**config.mk**
```make
export PLATFORM = sky130hd
export DESIGN_NAME = huffman_encoder
export DESIGN_NICKNAME = d
export VERILOG_FILES = /design/src/rtl/huffman_pkg.sv /design/src/rtl/huffman_sym_fifo.sv /design/src/rtl/huffman_encoder.sv
export SDC_FILE = /design/constraint.sdc
export NUM_CORES = 1
export LEC_CHECK = 0
export CAP_MARGIN = 20
export CORE_MARGIN = 5
export CORE_UTILIZATION = 58
export CTS_CLUSTER_DIAMETER = 120
export DETAILED_ROUTE_END_ITERATION = 8
export PLACE_DENSITY_LB_ADDON = 0.08
export SETUP_SLACK_MARGIN = 0.3
export SLEW_MARGIN = 20
export SYNTH_ARGS = -nofsm -noshare
export SYNTH_HDL_FRONTEND = slang
export SYNTH_HIERARCHICAL = 1
export SYNTH_SLANG_ARGS = --single-unit
export TNS_END_PERCENT = 20
```
**constraint.sdc**
```tcl
create_clock -name clk -period 3.1 [get_ports clk]
set_input_delay 0.465 -clock clk [delete_from_list [all_inputs] [get_ports clk]]
set_output_delay 0.465 -clock clk [all_outputs]
set_load 0.1 [all_outputs]
```
**src/rtl/huffman_pkg.sv**
```systemverilog
// Shared types and constants for the unary-prefix Huffman encoder.
package huffman_pkg;

  localparam int unsigned SYM_W_DEF    = 4;
  localparam int unsigned MAX_CODE_LEN = 1 << SYM_W_DEF;

  typedef enum logic [1:0] {
    ST_IDLE,
    ST_ZEROS,
    ST_ONE
  } huff_state_e;

endpackage

```
**src/rtl/huffman_sym_fifo.sv**
```systemverilog
// Synchronous symbol FIFO; pointers wrap modulo DEPTH (power of 2), full blocks push.
module huffman_sym_fifo #(
  parameter int unsigned DEPTH = 4,
  parameter int unsigned WIDTH = 4
) (
  input  logic                     clk,
  input  logic                     rst,
  input  logic                     push,
  input  logic                     pop,
  input  logic [WIDTH-1:0]         din,
  output logic [WIDTH-1:0]         dout,
  output logic                     full,
  output logic                     empty,
  output logic [$clog2(DEPTH):0]   count
);

  localparam int unsigned PtrW = $clog2(DEPTH);
  localparam int unsigned CntW = PtrW + 1;

  logic [WIDTH-1:0] mem [DEPTH];
  logic [PtrW-1:0]  wr_ptr_q, rd_ptr_q;
  logic [CntW-1:0]  count_q;
  logic             do_push, do_pop;

  assign full    = (count_q == CntW'(DEPTH));
  assign empty   = (count_q == '0);
  assign count   = count_q;
  assign dout    = mem[rd_ptr_q];
  // Push is gated by full alone, so a simultaneous pop cannot free a slot early.
  assign do_push = push && !full;
  assign do_pop  = pop && !empty;

  always_ff @(posedge clk or negedge rst) begin
    if (!rst) begin
      wr_ptr_q <= '0;
      rd_ptr_q <= '0;
      count_q  <= '0;
    end else begin
      if (do_push) wr_ptr_q <= wr_ptr_q + 1'b1;
      if (do_pop)  rd_ptr_q <= rd_ptr_q + 1'b1;
      case ({do_push, do_pop})
        2'b10:   count_q <= count_q + 1'b1;
        2'b01:   count_q <= count_q - 1'b1;
        default: count_q <= count_q;
      endcase
    end
  end

  always_ff @(posedge clk) begin
    if (do_push) mem[wr_ptr_q] <= din;
  end

endmodule

```
**src/rtl/huffman_encoder.sv**
```systemverilog
// Serial encoder: symbol k -> k zeros then a one, one bit per unstalled clock.
// Optional counters sym_count/bit_count are enabled by defining HUFF_ENC_STATS_EN.
module huffman_encoder
  import huffman_pkg::*;
#(
  parameter int unsigned FIFO_DEPTH = 4,
  parameter int unsigned SYM_W      = SYM_W_DEF
) (
  input  logic             clk,
  input  logic             rst,
  input  logic [SYM_W-1:0] sym_in,
  input  logic             sym_valid,
  output logic             sym_ready,
  input  logic             out_stall,
  output logic             out,
  output logic             out_valid,
  output logic             busy
`ifdef HUFF_ENC_STATS_EN
  ,
  output logic [15:0]      sym_count,
  output logic [31:0]      bit_count
`endif
);

  localparam int unsigned CntW = $clog2(FIFO_DEPTH) + 1;

  logic [SYM_W-1:0] fifo_dout, sym_m1;
  logic             fifo_full, fifo_empty, fifo_pop;
  logic [CntW-1:0]  fifo_count;

  huff_state_e      state_q, state_d;
  logic [SYM_W-1:0] rem_q, rem_d;
  logic             out_q, out_d, out_valid_q, out_valid_d;

  huffman_sym_fifo #(
    .DEPTH (FIFO_DEPTH),
    .WIDTH (SYM_W)
  ) u_fifo (
    .clk   (clk),
    .rst   (rst),
    .push  (sym_valid),
    .pop   (fifo_pop),
    .din   (sym_in),
    .dout  (fifo_dout),
    .full  (fifo_full),
    .empty (fifo_empty),
    .count (fifo_count)
  );

  assign sym_ready = !fifo_full;
  assign sym_m1    = fifo_dout - 1'b1;

  always_comb begin
    state_d     = state_q;
    rem_d       = rem_q;
    out_d       = out_q;
    out_valid_d = 1'b0;
    fifo_pop    = 1'b0;
    if (!out_stall) begin
      out_valid_d = 1'b1;
      case (state_q)
        ST_IDLE: begin
          if (fifo_empty) begin
            out_valid_d = 1'b0;
          end else begin
            fifo_pop = 1'b1;
            if (fifo_dout == '0) begin
              out_d = 1'b1;
            end else begin
              out_d   = 1'b0;
              rem_d   = sym_m1;
              state_d = (sym_m1 != '0) ? ST_ZEROS : ST_ONE;
            end
          end
        end
        ST_ZEROS: begin
          out_d = 1'b0;
          rem_d = rem_q - 1'b1;
          if (rem_q == SYM_W'(1)) state_d = ST_ONE;
        end
        ST_ONE: begin
          // Return to idle so the next symbol pops on the following edge with no gap.
          out_d   = 1'b1;
          state_d = ST_IDLE;
        end
        default: begin
          out_valid_d = 1'b0;
          state_d     = ST_IDLE;
        end
      endcase
    end
  end

  always_ff @(posedge clk or negedge rst) begin
    if (!rst) begin
      state_q     <= ST_IDLE;
      rem_q       <= '0;
      out_q       <= 1'b0;
      out_valid_q <= 1'b0;
    end else begin
      state_q     <= state_d;
      rem_q       <= rem_d;
      out_q       <= out_d;
      out_valid_q <= out_valid_d;
    end
  end

  assign out       = out_q;
  assign out_valid = out_valid_q;
  assign busy      = (fifo_count != '0) || (state_q != ST_IDLE) || !fifo_empty;

`ifdef HUFF_ENC_STATS_EN
  always_ff @(posedge clk or negedge rst) begin
    if (!rst) begin
      sym_count <= '0;
      bit_count <= '0;
    end else begin
      if (fifo_pop)    sym_count <= sym_count + 16'd1;
      if (out_valid_d) bit_count <= bit_count + 32'd1;
    end
  end
`endif

endmodule

```
# Yosys cells after proc, flatten, opt, wreduce, memory -nomap -nowiden
# Memory sizes are Yosys's and may differ from the RTL's.
# Index checks and enable logic that the tools add are counted.
[totals] memories=1 latch_bits=0 romBits=0 register_bits=15 mem_bits_rw=16 wordCells=62
[classes] shift=0 n_div=0 eq_ne=9 n_mul=0 reduce_logical=19 bitwise=1 n_mux=19 magnitude_cmp=0 addsub=6
[mem_list] name="u_fifo.mem" depth=4 width=4 read_ports=1 rd_ports_with_merged_regs=0 write_ports=1 line_no="huffman_sym_fifo.sv:20" source="logic [WIDTH-1:0] mem [DEPTH];"
[op_table] cell="two-way mux 1 bit" count=8
[op_table] cell="two-way mux 2 bit" count=4
[op_table] cell="two-way mux 4 bit" count=2
[op_table] cell="case mux 4 bit (2 select lines)" count=1
[op_table] cell="AND reduction 4 bit" count=2
[op_table] cell="subtractor 4 x 1 -> 4 bit, second input constant" count=2
[op_table] cell="inequality test 2 bit, second input constant" count=3
[op_table] cell="case mux 3 bit (2 select lines)" count=1
[op_table] cell="nonzero test 2 bit" count=3
[op_table] cell="nonzero test 3 bit" count=2
[op_table] cell="adder 2 x 1 -> 2 bit, second input constant" count=2
[op_table] cell="== test 2 x 1 -> 1 bit, second input constant" count=2
[op_table] cell="== test 2 bit, second input constant" count=2
[op_table] cell="== test 4 x 1 -> 1 bit, second input constant" count=1
[op_table] cell="logical NOT 4 bit" count=1
[op_table] cell="case mux 2 bit (2 select lines)" count=1
[op_table] cell="nonzero test 4 bit" count=1
[op_table] cell="adder 3 x 1 -> 3 bit, second input constant" count=1
[op_table] cell="== test 3 bit, second input constant" count=1
[op_table] cell="logical NOT 3 bit" count=1
[op_table] cell="case mux 1 bit (3 select lines)" count=1
[op_table] cell="AND reduction 3 bit" count=1
[op_table] cell="subtractor 3 x 1 -> 3 bit, second input constant" count=1
[op_table] cell="logical AND 1 bit" count=2
[op_table] cell="6 further kinds" count=8

# Longest topological paths before layout
# Gate-level depths: netlist (run 1).
[depth] depth_word=7 depth_mapped=11

# Cells and area by module
# The synthesis (run 1) kept the hierarchy.
[modules_own_cells] module="huffman_sym_fifo" cells_each=59 n_inst=1 area_per_inst_um2=1009.7
[modules_own_cells] module="huffman_encoder" cells_each=78 n_inst=1 area_per_inst_um2=710.7

# Worst setup path before layout (run 1)
# No wires, ideal clock.
[synth_path] kind="flip-flop to flip-flop" from="register state_q[0]" to="register u_fifo.count_q[2], in the netlist u_fifo/count[2]" path_stages_with_launch=12 path_buffers=1 slack_ns=0.828 required_time_ns=3.021 arrival_ns=2.192 cell_sequence="dfrtp_1 inv_1 ha_1 buf_6 nor3b_1 o31a_2 ha_1 inv_1 fa_1 xor2_1 nor2_1 xor2_1"
[synth_via] elab_chain_cells=6 elab_cells_between_ends=8 classes_between="eq/ne (2); mux (3); reduce/logical (3)"
[synth_rtl] item="start, declared" line_no="huffman_encoder.sv:31" source="huff_state_e state_q, state_d;"
[synth_rtl] item="start signal, assigned" line_no="huffman_encoder.sv:101" source="state_q <= state_d;"
[synth_rtl] item="logical NOT 2 bit *" line_no="huffman_encoder.sv:61" source="case (state_q)"
[synth_rtl] item="two-way mux 1 bit *" line_no="huffman_encoder.sv:61"
[synth_rtl] item="two-way mux 1 bit *" line_no="huffman_encoder.sv:59" source="if (!out_stall) begin"
[synth_rtl] item="via fifo_pop" line_no="huffman_encoder.sv:28" source="logic fifo_full, fifo_empty, fifo_pop;"
[synth_rtl] item="logical AND 1 bit *" line_no="huffman_sym_fifo.sv:31" source="assign do_pop = pop && !empty;"
[synth_rtl] item="via u_fifo.do_pop" line_no="huffman_sym_fifo.sv:23" source="logic do_push, do_pop;"
[synth_rtl] item="== test 2 x 1 -> 1 bit / == test 2 bit (equally long branches)" line_no="huffman_sym_fifo.sv:41" source="case ({do_push, do_pop})"
[synth_rtl] item="case mux 3 bit (2 select lines) / nonzero test 2 bit (equally long branches)"
[synth_rtl] item="end signal, assigned" line_no="huffman_sym_fifo.sv:42" source="2'b10: count_q <= count_q + 1'b1;"
[synth_rtl] item="end signal, assigned" line_no="huffman_sym_fifo.sv:43" source="2'b01: count_q <= count_q - 1'b1;"
[synth_rtl] item="end signal, assigned" line_no="huffman_sym_fifo.sv:44" source="default: count_q <= count_q;"
[synth_rtl] item="end, declared" line_no="huffman_sym_fifo.sv:22" source="logic [CntW-1:0] count_q;"
# The timed path passes the listed nets; every way through them passes the cells marked *.
# A chain may end at the register's enable or synchronous reset.

# Worst setup path in the final report (run 1)
[layout_path] from="register state_q[1]" to="register u_fifo.count_q[2], in the netlist u_fifo/count[2]"
# Same word-level chain as after synthesis.

==> summary.txt, run 1 <==
Status
  • Status: finished, final reports clean

Pwr
  • Sw Ratio: 0.4014
  • Seq pwr share: 0.335
  • Clock power share: 0.186
  • Sw power: 0.8512 mW
  • Pleak: between 0.7 and 0.8 nW
  • Combinational share of power: 0.479
  • PD cells: 1091 nW/um^2
  • Max IR drop VDD: ~0.67 mV
  • Int Power: about 1.3 mW

Logic synthesis
  • Top cell type's share of synthesized area: 0.2793
  • Complex-gate fraction of the synthesized area: 0.1055
  • Post-synth EDFFs: 16
  • Asr flop ratio synth: 0.4839
  • Top cells by area, synth: edfxtp_1, dfrtp_1, ha_1
  • Syn Area/Cell: 12.56 sq um
  • Syn Inst Count: around 140
  • Mux contribution to synthesized area: 0.06691
  • Largest family of logic cells by synthesized area: simple AND/OR/NAND/NOR gates
  • Most used DFF post-synth: edfxtp_1
  • Xor/xnor share of the synthesized area: 0.03564
  • Syn_nets: 159
  • Post-synthesis simple-gate area fraction: 0.1411
  • Ys Warns: 6
  • Synthesis-stage register bit count: 31
  • Register area share after synthesis: 0.4975
  • Synth Area in Adders: 0.1062
  • Largest area contributor in the netlist: edfxtp_1
  • Synth cell types: 46
  • Mapped cell area: ~1700 sq um

Cells and area
  • Fraction of layout cells with a size suffix above 1: 0.2157
  • Final Non-Filler Cells: 184
  • Area growth syn-to-layout: 12.95%
  • Final-stage net count: 174
  • Filler instances: 202
  • Finished Cell Area: between 1500 and 2000 sq um
  • Most frequent cells in the layout: inv_1, edfxtp_1, dfrtp_1, ha_1, nor2_1
  • Antenna diode count: 0

Worst setup path
  • Data arrival time of the critical path: 2.85 ns
  • Crit-path max FO: 10
  • Crit path max-delay cell type: dfrtp_1
  • Max incr delay on CP: 0.43 ns
  • Critical path type: reg2reg
  • Crit end category: flop
  • Worst-path cell chain: inv_1 > ha_1 > nor3b_1 > o31a_2 > ha_1 > inv_1 > fa_1 > xor2_1 > nor2_1 > xor2_1
  • Startpoint Class: flop
  • CP Data Required Time: 3.36 ns

Timing
  • F_max: around 0.39 GHz
  • Final hold vios: 0
  • Minimum clock period: 2.589 ns
  • Final worst-path cycle share: 0.8351
  • Fin Hold WS: 0.5274 ns
  • RSZ-0062 raised after global routing: no
  • Final Slew Violations: 0
  • Worst Max-Slew Pin Slew: 0.6643 ns
  • Skew final: 0.007747 ns
  • Setup violations, final: 0
  • Total negative setup slack: 0 ns
  • Relative slew slack: 0.5557

CTS
  • Post-cts sizing count: 0
  • TritonCTS clock tree: yes
  • # hold bufs at CTS: 0
  • H-tree Lvls: 2
  • Post-CTS setup buffer count: 0
  • Root buf cell: clkbuf_4
  • CTS sink count: 31
  • Clock transition at path regs: 0.10 ns
  • Max Root-Sink Buffers: 2
  • Clock latency on the worst-skew pair: 0.33 ns
  • CTS Buf Count: 5

Route
  • Via count: 1042
  • Final WL: 2.694 mm
  • Router iterations before antenna repair: 4
  • DR WL/cell: between 10 and 15 um
  • Routed Antenna Nets: 0
  • Detailed Route Iter0 Violations: 43
  • Vias per inst: between 5 and 6
  • Number of remaining DRC errors: 0

Die
  • Die H: 64.46 um
  • I/O Pins: 12
  • Row count: 19
  • Starting density of the core: 0.6133
  • Die X: 64.46 um
  • Die Area: 4155 sq um
  • Core Box Area: 2805 sq um

Global routing
  • Number of global-route vias before repair: 1082
  • Total GRT Usage: 0.1573
  • Antenna violations before repair: 0
  • Largest net degree at the start of global routing: 16
  • First-pass GRT wire length: ~5 mm
  • Total gr overflow: 0

Placed design
  • Port buffer count: 11
  • RD Place Congestion: 0.8108
  • DP Cell Count: 176
  • Placed cell areas: 1838 sq um
  • HPWL after DPL: 2.073 mm

Flow run
  • Number of max-cap violations: 0

Hold path
  • Min-Delay Path Class: in2async
==> critical path: cells and delay by family, from the launching register on <==
family / cells / cell delay (ns)
flip-flops: 1 / 0.43
AO/OA/AOI/OAI: 1 / 0.25
XOR/XNOR: 2 / 0.30
AND/OR/NAND/NOR: 2 / 0.47
adder cells (fa/ha/maj): 3 / 0.91
buffers and inverters: 2 / 0.16
==> logic make-up after synthesis <==
group,count (synthesis)
AOI/OAI and AO/OA,22
muxes,6
buffers and inverters,19
DFF,31
xor gates and xnor gates,7
and+or+nand+nor,38
adders and majority gates,14
==> flip-flops by register name, indices dropped and copies added (netlist names) <==
name	cells
u_fifo/wr_ptr_q	2
u_fifo/mem	16
u_fifo/count	3
u_fifo/rd_ptr_q	2
out_valid	1
out	1
rem_q	4
state_q	2
==> synthesized netlist by cell type (all sizes together) (2+ instances only) <==
| cell | instances |
|---|---|
| and2 | 2 |
| o22ai | 2 |
| nor3 | 5 |
| edfxtp | 16 |
| dfrtp | 15 |
| mux4 | 4 |
| a21oi | 7 |
| xor2 | 3 |
| ha | 13 |
| nor2 | 10 |
| nand2 | 2 |
| and3 | 4 |
| or3b | 2 |
| xnor2 | 4 |
| buf | 3 |
| inv | 16 |
| nand2b | 3 |
| a211oi | 2 |
| nand3 | 3 |
==> per-stage QoR <==
step	utilization	worst slack, ns	total power [mW]
after detailed placement	0.6552	0.4295	1.742
after CTS	0.6927	0.4939	2.146
after global placement	0.6552	0.5064	1.709
after global routing	0.6927	0.3572	2.305
final	0.6927	0.5112	2.120
after floorplan	-	0.8284	1.550
==> layer usage <==
layer	global-route usage	vias to the layer above	wire [um]
met3	0.05699	6	124
met1	0.1859	494	1185
met2	0.2577	18	1326
met4	0.07124	0	57
li1	-	524	-
met5	0	-	0
==> power groups by stage <==
stage	clock network (mW)	logic (mW)	registers, mW
after floorplan	0	0.787	0.762
after global placement	0	0.995	0.714
after detailed placement	0	1.02	0.721
after CTS	0.406	1.03	0.713
after global routing	0.429	1.14	0.734
final	0.394	1.02	0.710
==> final cells by class <==
cell class,count,area [sq um],area share
repair buffers,11,100.1,0.05151
inverters,16,60.06,0.03091
multi-input cells,87,783.3,0.4031
well taps,31,38.79,0.01996
flip-flops and latches,31,855.8,0.4404
clock buffers,5,37.54,0.01932
clock inverters,3,67.56,0.03477
==> worst paths after layout <==
kind,start,to,slack (ns),depth (start not counted)
hold / removal,rst,rem_q[3]$_DFFE_PN0P_,0.53,1
hold reg to reg,out$_DFFE_PN0P_,out$_DFFE_PN0P_,0.54,2
min in group clk,out$_DFFE_PN0P_,out$_DFFE_PN0P_,0.54,2
max in group asynchronous,rst,u_fifo/rd_ptr_q[1]$_DFFE_PN0P_,2.14,1
setup reg to reg,state_q[1]$_DFFE_PN0P_,u_fifo/count[2]$_DFFE_PN0P_,0.51,10
setup / recovery,state_q[1]$_DFFE_PN0P_,u_fifo/count[2]$_DFFE_PN0P_,0.51,10
(Power assumes the default switching activity.)
==> inputs of run 2 (changes only) <==
- CORE_UTILIZATION: 58 -> 52
- clock period: 3.1 -> 2.35 ns (I/O delays scaled with it)
==> summary.txt, run 2 (synthesized netlist as in run 1, its figures left out) <==
Timing
  • Final Slew Violations: 0 (unchanged)
  • Minimum clock period: 2.084 ns (-0.5050 ns)
  • Worst Max-Slew Pin Slew: 0.6959 ns (+0.03159 ns)
  • F_max: 0.4799 GHz (+24%)
  • RSZ-0062 raised after global routing: yes
  • Skew final: 0.01895 ns (+0.01120 ns)
  • Final hold vios: 0 (unchanged)
  • Final worst-path cycle share: 0.8868 (+0.05164)
  • Post-route setup slack: 0.2661 ns (-0.2450 ns)
  • Setup violations, final: 0 (unchanged)
  • Relative slew slack: 0.5346 (-0.02113)
  • Total negative setup slack: 0 ns (unchanged)

Cells and area
  • Final Non-Filler Cells: 218 (+18%)
  • Commonest non-fill, non-tap cell in the layout: buf_4
  • Finished Cell Area: 2146 sq um (+10%)
  • Final-stage net count: 195 (+12%)
  • Antenna diode count: 0 (unchanged)
  • Fraction of layout cells with a size suffix above 1: 0.3563 (+0.1406)
  • Filler instances: 237 (+17%)
  • Reg with most FFs: u_fifo/mem
  • Largest register FFs: 16 (unchanged)
  • Area of the multi-input gates: 827.0 sq um (+5.6%)
  • Area growth syn-to-layout: 24.73%
  • Most frequent cells in the layout: buf_4, edfxtp_1, dfrtp_1, inv_1, ha_1
  • Reg area: 857.1 sq um (+0.15%)

Die
  • Die Area: 4559 sq um (+9.7%)
  • I/O Pins: 12 (unchanged)
  • Die X: 67.52 um (+4.7%)
  • Core Box Area: 3103 sq um (+11%)
  • Starting density of the core: 0.5544 (-0.05886)
  • Die H: 67.52 um (+4.7%)
  • Row count: 20 (+1)

Route
  • Routed Antenna Nets: 0 (unchanged)
  • DR WL/cell: 14.77 um (+0.88%)
  • Final WL: 3.220 mm (+20%)
  • Detailed Route Iter0 Violations: 58 (+35%)
  • Router iterations before antenna repair: 4 (unchanged)
  • Vias per inst: 5.202 (-8.1%)
  • Number of remaining DRC errors: 0 (unchanged)
  • Via count: 1134 (+8.8%)

CTS
  • TritonCTS clock tree: yes
  • Root buf cell: clkbuf_4
  • Clock latency on the worst-skew pair: 0.34 ns (about the same)
  • Clock transition at path regs: 0.11 ns (about the same)
  • # hold bufs at CTS: 0 (unchanged)
  • Max Root-Sink Buffers: 2 (unchanged)
  • CTS sink count: 31 (unchanged)
  • H-tree Lvls: 2 (unchanged)
  • CTS Buf Count: 5 (unchanged)

Placed design
  • RD Place Congestion: 0.8065 (-0.53%)
  • HPWL after DPL: 2.264 mm (+9.2%)
  • DP Cell Count: 197 (+12%)
  • Port buffer count: 11 (unchanged)
  • Placed cell areas: 1938 sq um (+5.4%)
  • Setup Slack @ Placement: -0.01709 ns (-0.4466 ns)

Flow run
  • Number of max-cap violations: 0 (unchanged)

Worst setup path
  • Crit-path max FO: 2 (-8)
  • Startpoint Class: flop
  • Worst r2r src: state_q[1]$_DFFE_PN0P_
  • Crit end category: flop
  • FF-to-FF path depth: 10 (unchanged)
  • R2R setup slack: 0.27 ns (-0.25 ns)
  • Data arrival time of the critical path: 2.35 ns (-0.50 ns)
  • CP Data Required Time: 2.62 ns (-0.74 ns)
  • Critical path type: reg2reg
  • Capturing point of the worst reg2reg path: u_fifo/count[2]$_DFFE_PN0P_

Global routing
  • Largest net degree at the start of global routing: 16 (unchanged)
  • First-pass GRT wire length: 5.278 mm (+7.7%)
  • Number of global-route vias before repair: 1141 (+5.5%)
  • Total GRT Usage: 0.1640 (+0.006751)
  • Total gr overflow: 0 (unchanged)
  • Antenna violations before repair: 0 (unchanged)

Hold path
  • Min-Delay Path Class: in2async

Pwr
  • Max IR drop VDD: 0.5881 mV (-12%)
  • PD cells: 1412 nW/um^2 (+29%)
  • Pleak: 0.9002 nW (+13%)

Status
  • Status: finished, final reports clean
## run 2: cell types whose count changed in the layout (fill, tap and decap cells not counted), sizes merged
cell	change
bufinv	-1
clkinvlp	-1
clkinv	+2
buf	+21
## run 2: cell type report
| cell class | instances | share of cell area |
|---|---|---|
| clock buffers | 5 | 0.01749 |
| clock inverters | 3 | 0.01808 |
| inverters | 16 | 0.02799 |
| multi-input cells | 87 | 0.3854 |
| flip-flops and latches | 31 | 0.3994 |
| well taps | 44 | 0.02566 |
| repair buffers | 32 | 0.1259 |
## run 2: metal layers
metal,GRT usage,share of wire
met4,0.08861,0.023
met5,0,0
met2,0.2710,0.51
met3,0.05324,0.043
met1,0.1870,0.42
## run 2: worst max-delay path, cell delays in order, from the launching register on
cell and delay, ns:
dfrtp_1 0.42, inv_2 0.09, ha_4 0.13, nor3b_4 0.20, o31a_2 0.22, ha_4 0.15
inv_1 0.05, fa_2 0.33, xor2_1 0.15, nor2_1 0.11, xor2_1 0.18
## run 2: what timing repair did
item,CTS,global route
endpoints found under the hold margin,0,0
setup endpoints to repair,9,8
pin swaps,5,2
gates resized for setup,10,0
setup buffers,12,1
## run 2: through the flow
step	power (mW)	hold WS, ns	util
global route	3.251	0.4549	0.6915
detailed placement	2.417	0.5390	0.6246
CTS	3.027	0.4302	0.6891
global placement	2.362	0.5194	0.6246
finish	3.029	0.4127	0.6915
floorplan	2.058	0.05691	-
## run 2: worst max-delay path by stage
stage / start / end / slack, ns / cells past startpoint
3_5_place_dp: out_stall / u_fifo/count[2]$_DFFE_PN0P_ / -0.02 / 9
4_1_cts: u_fifo/rd_ptr_q[0]$_DFFE_PN0P_ / rem_q[3]$_DFFE_PN0P_ / 0.28 / 8
2_1_floorplan: u_fifo/count[0]$_DFFE_PN0P_ / busy / 0.18 / 2
3_3_place_gp: out_stall / u_fifo/count[2]$_DFFE_PN0P_ / 0.07 / 9
6_report: state_q[1]$_DFFE_PN0P_ / u_fifo/count[2]$_DFFE_PN0P_ / 0.27 / 10
5_1_grt: state_q[1]$_DFFE_PN0P_ / u_fifo/count[2]$_DFFE_PN0P_ / 0.12 / 10
## run 2: power breakdown
part	switching [mW]	leakage, nW	internal (mW)	total (mW)
combinational	0.895	0.534	0.808	1.70
sequential	0.141	0.323	0.770	0.911
clock	0.197	0.0426	0.219	0.415
total	1.23	0.900	1.80	3.03
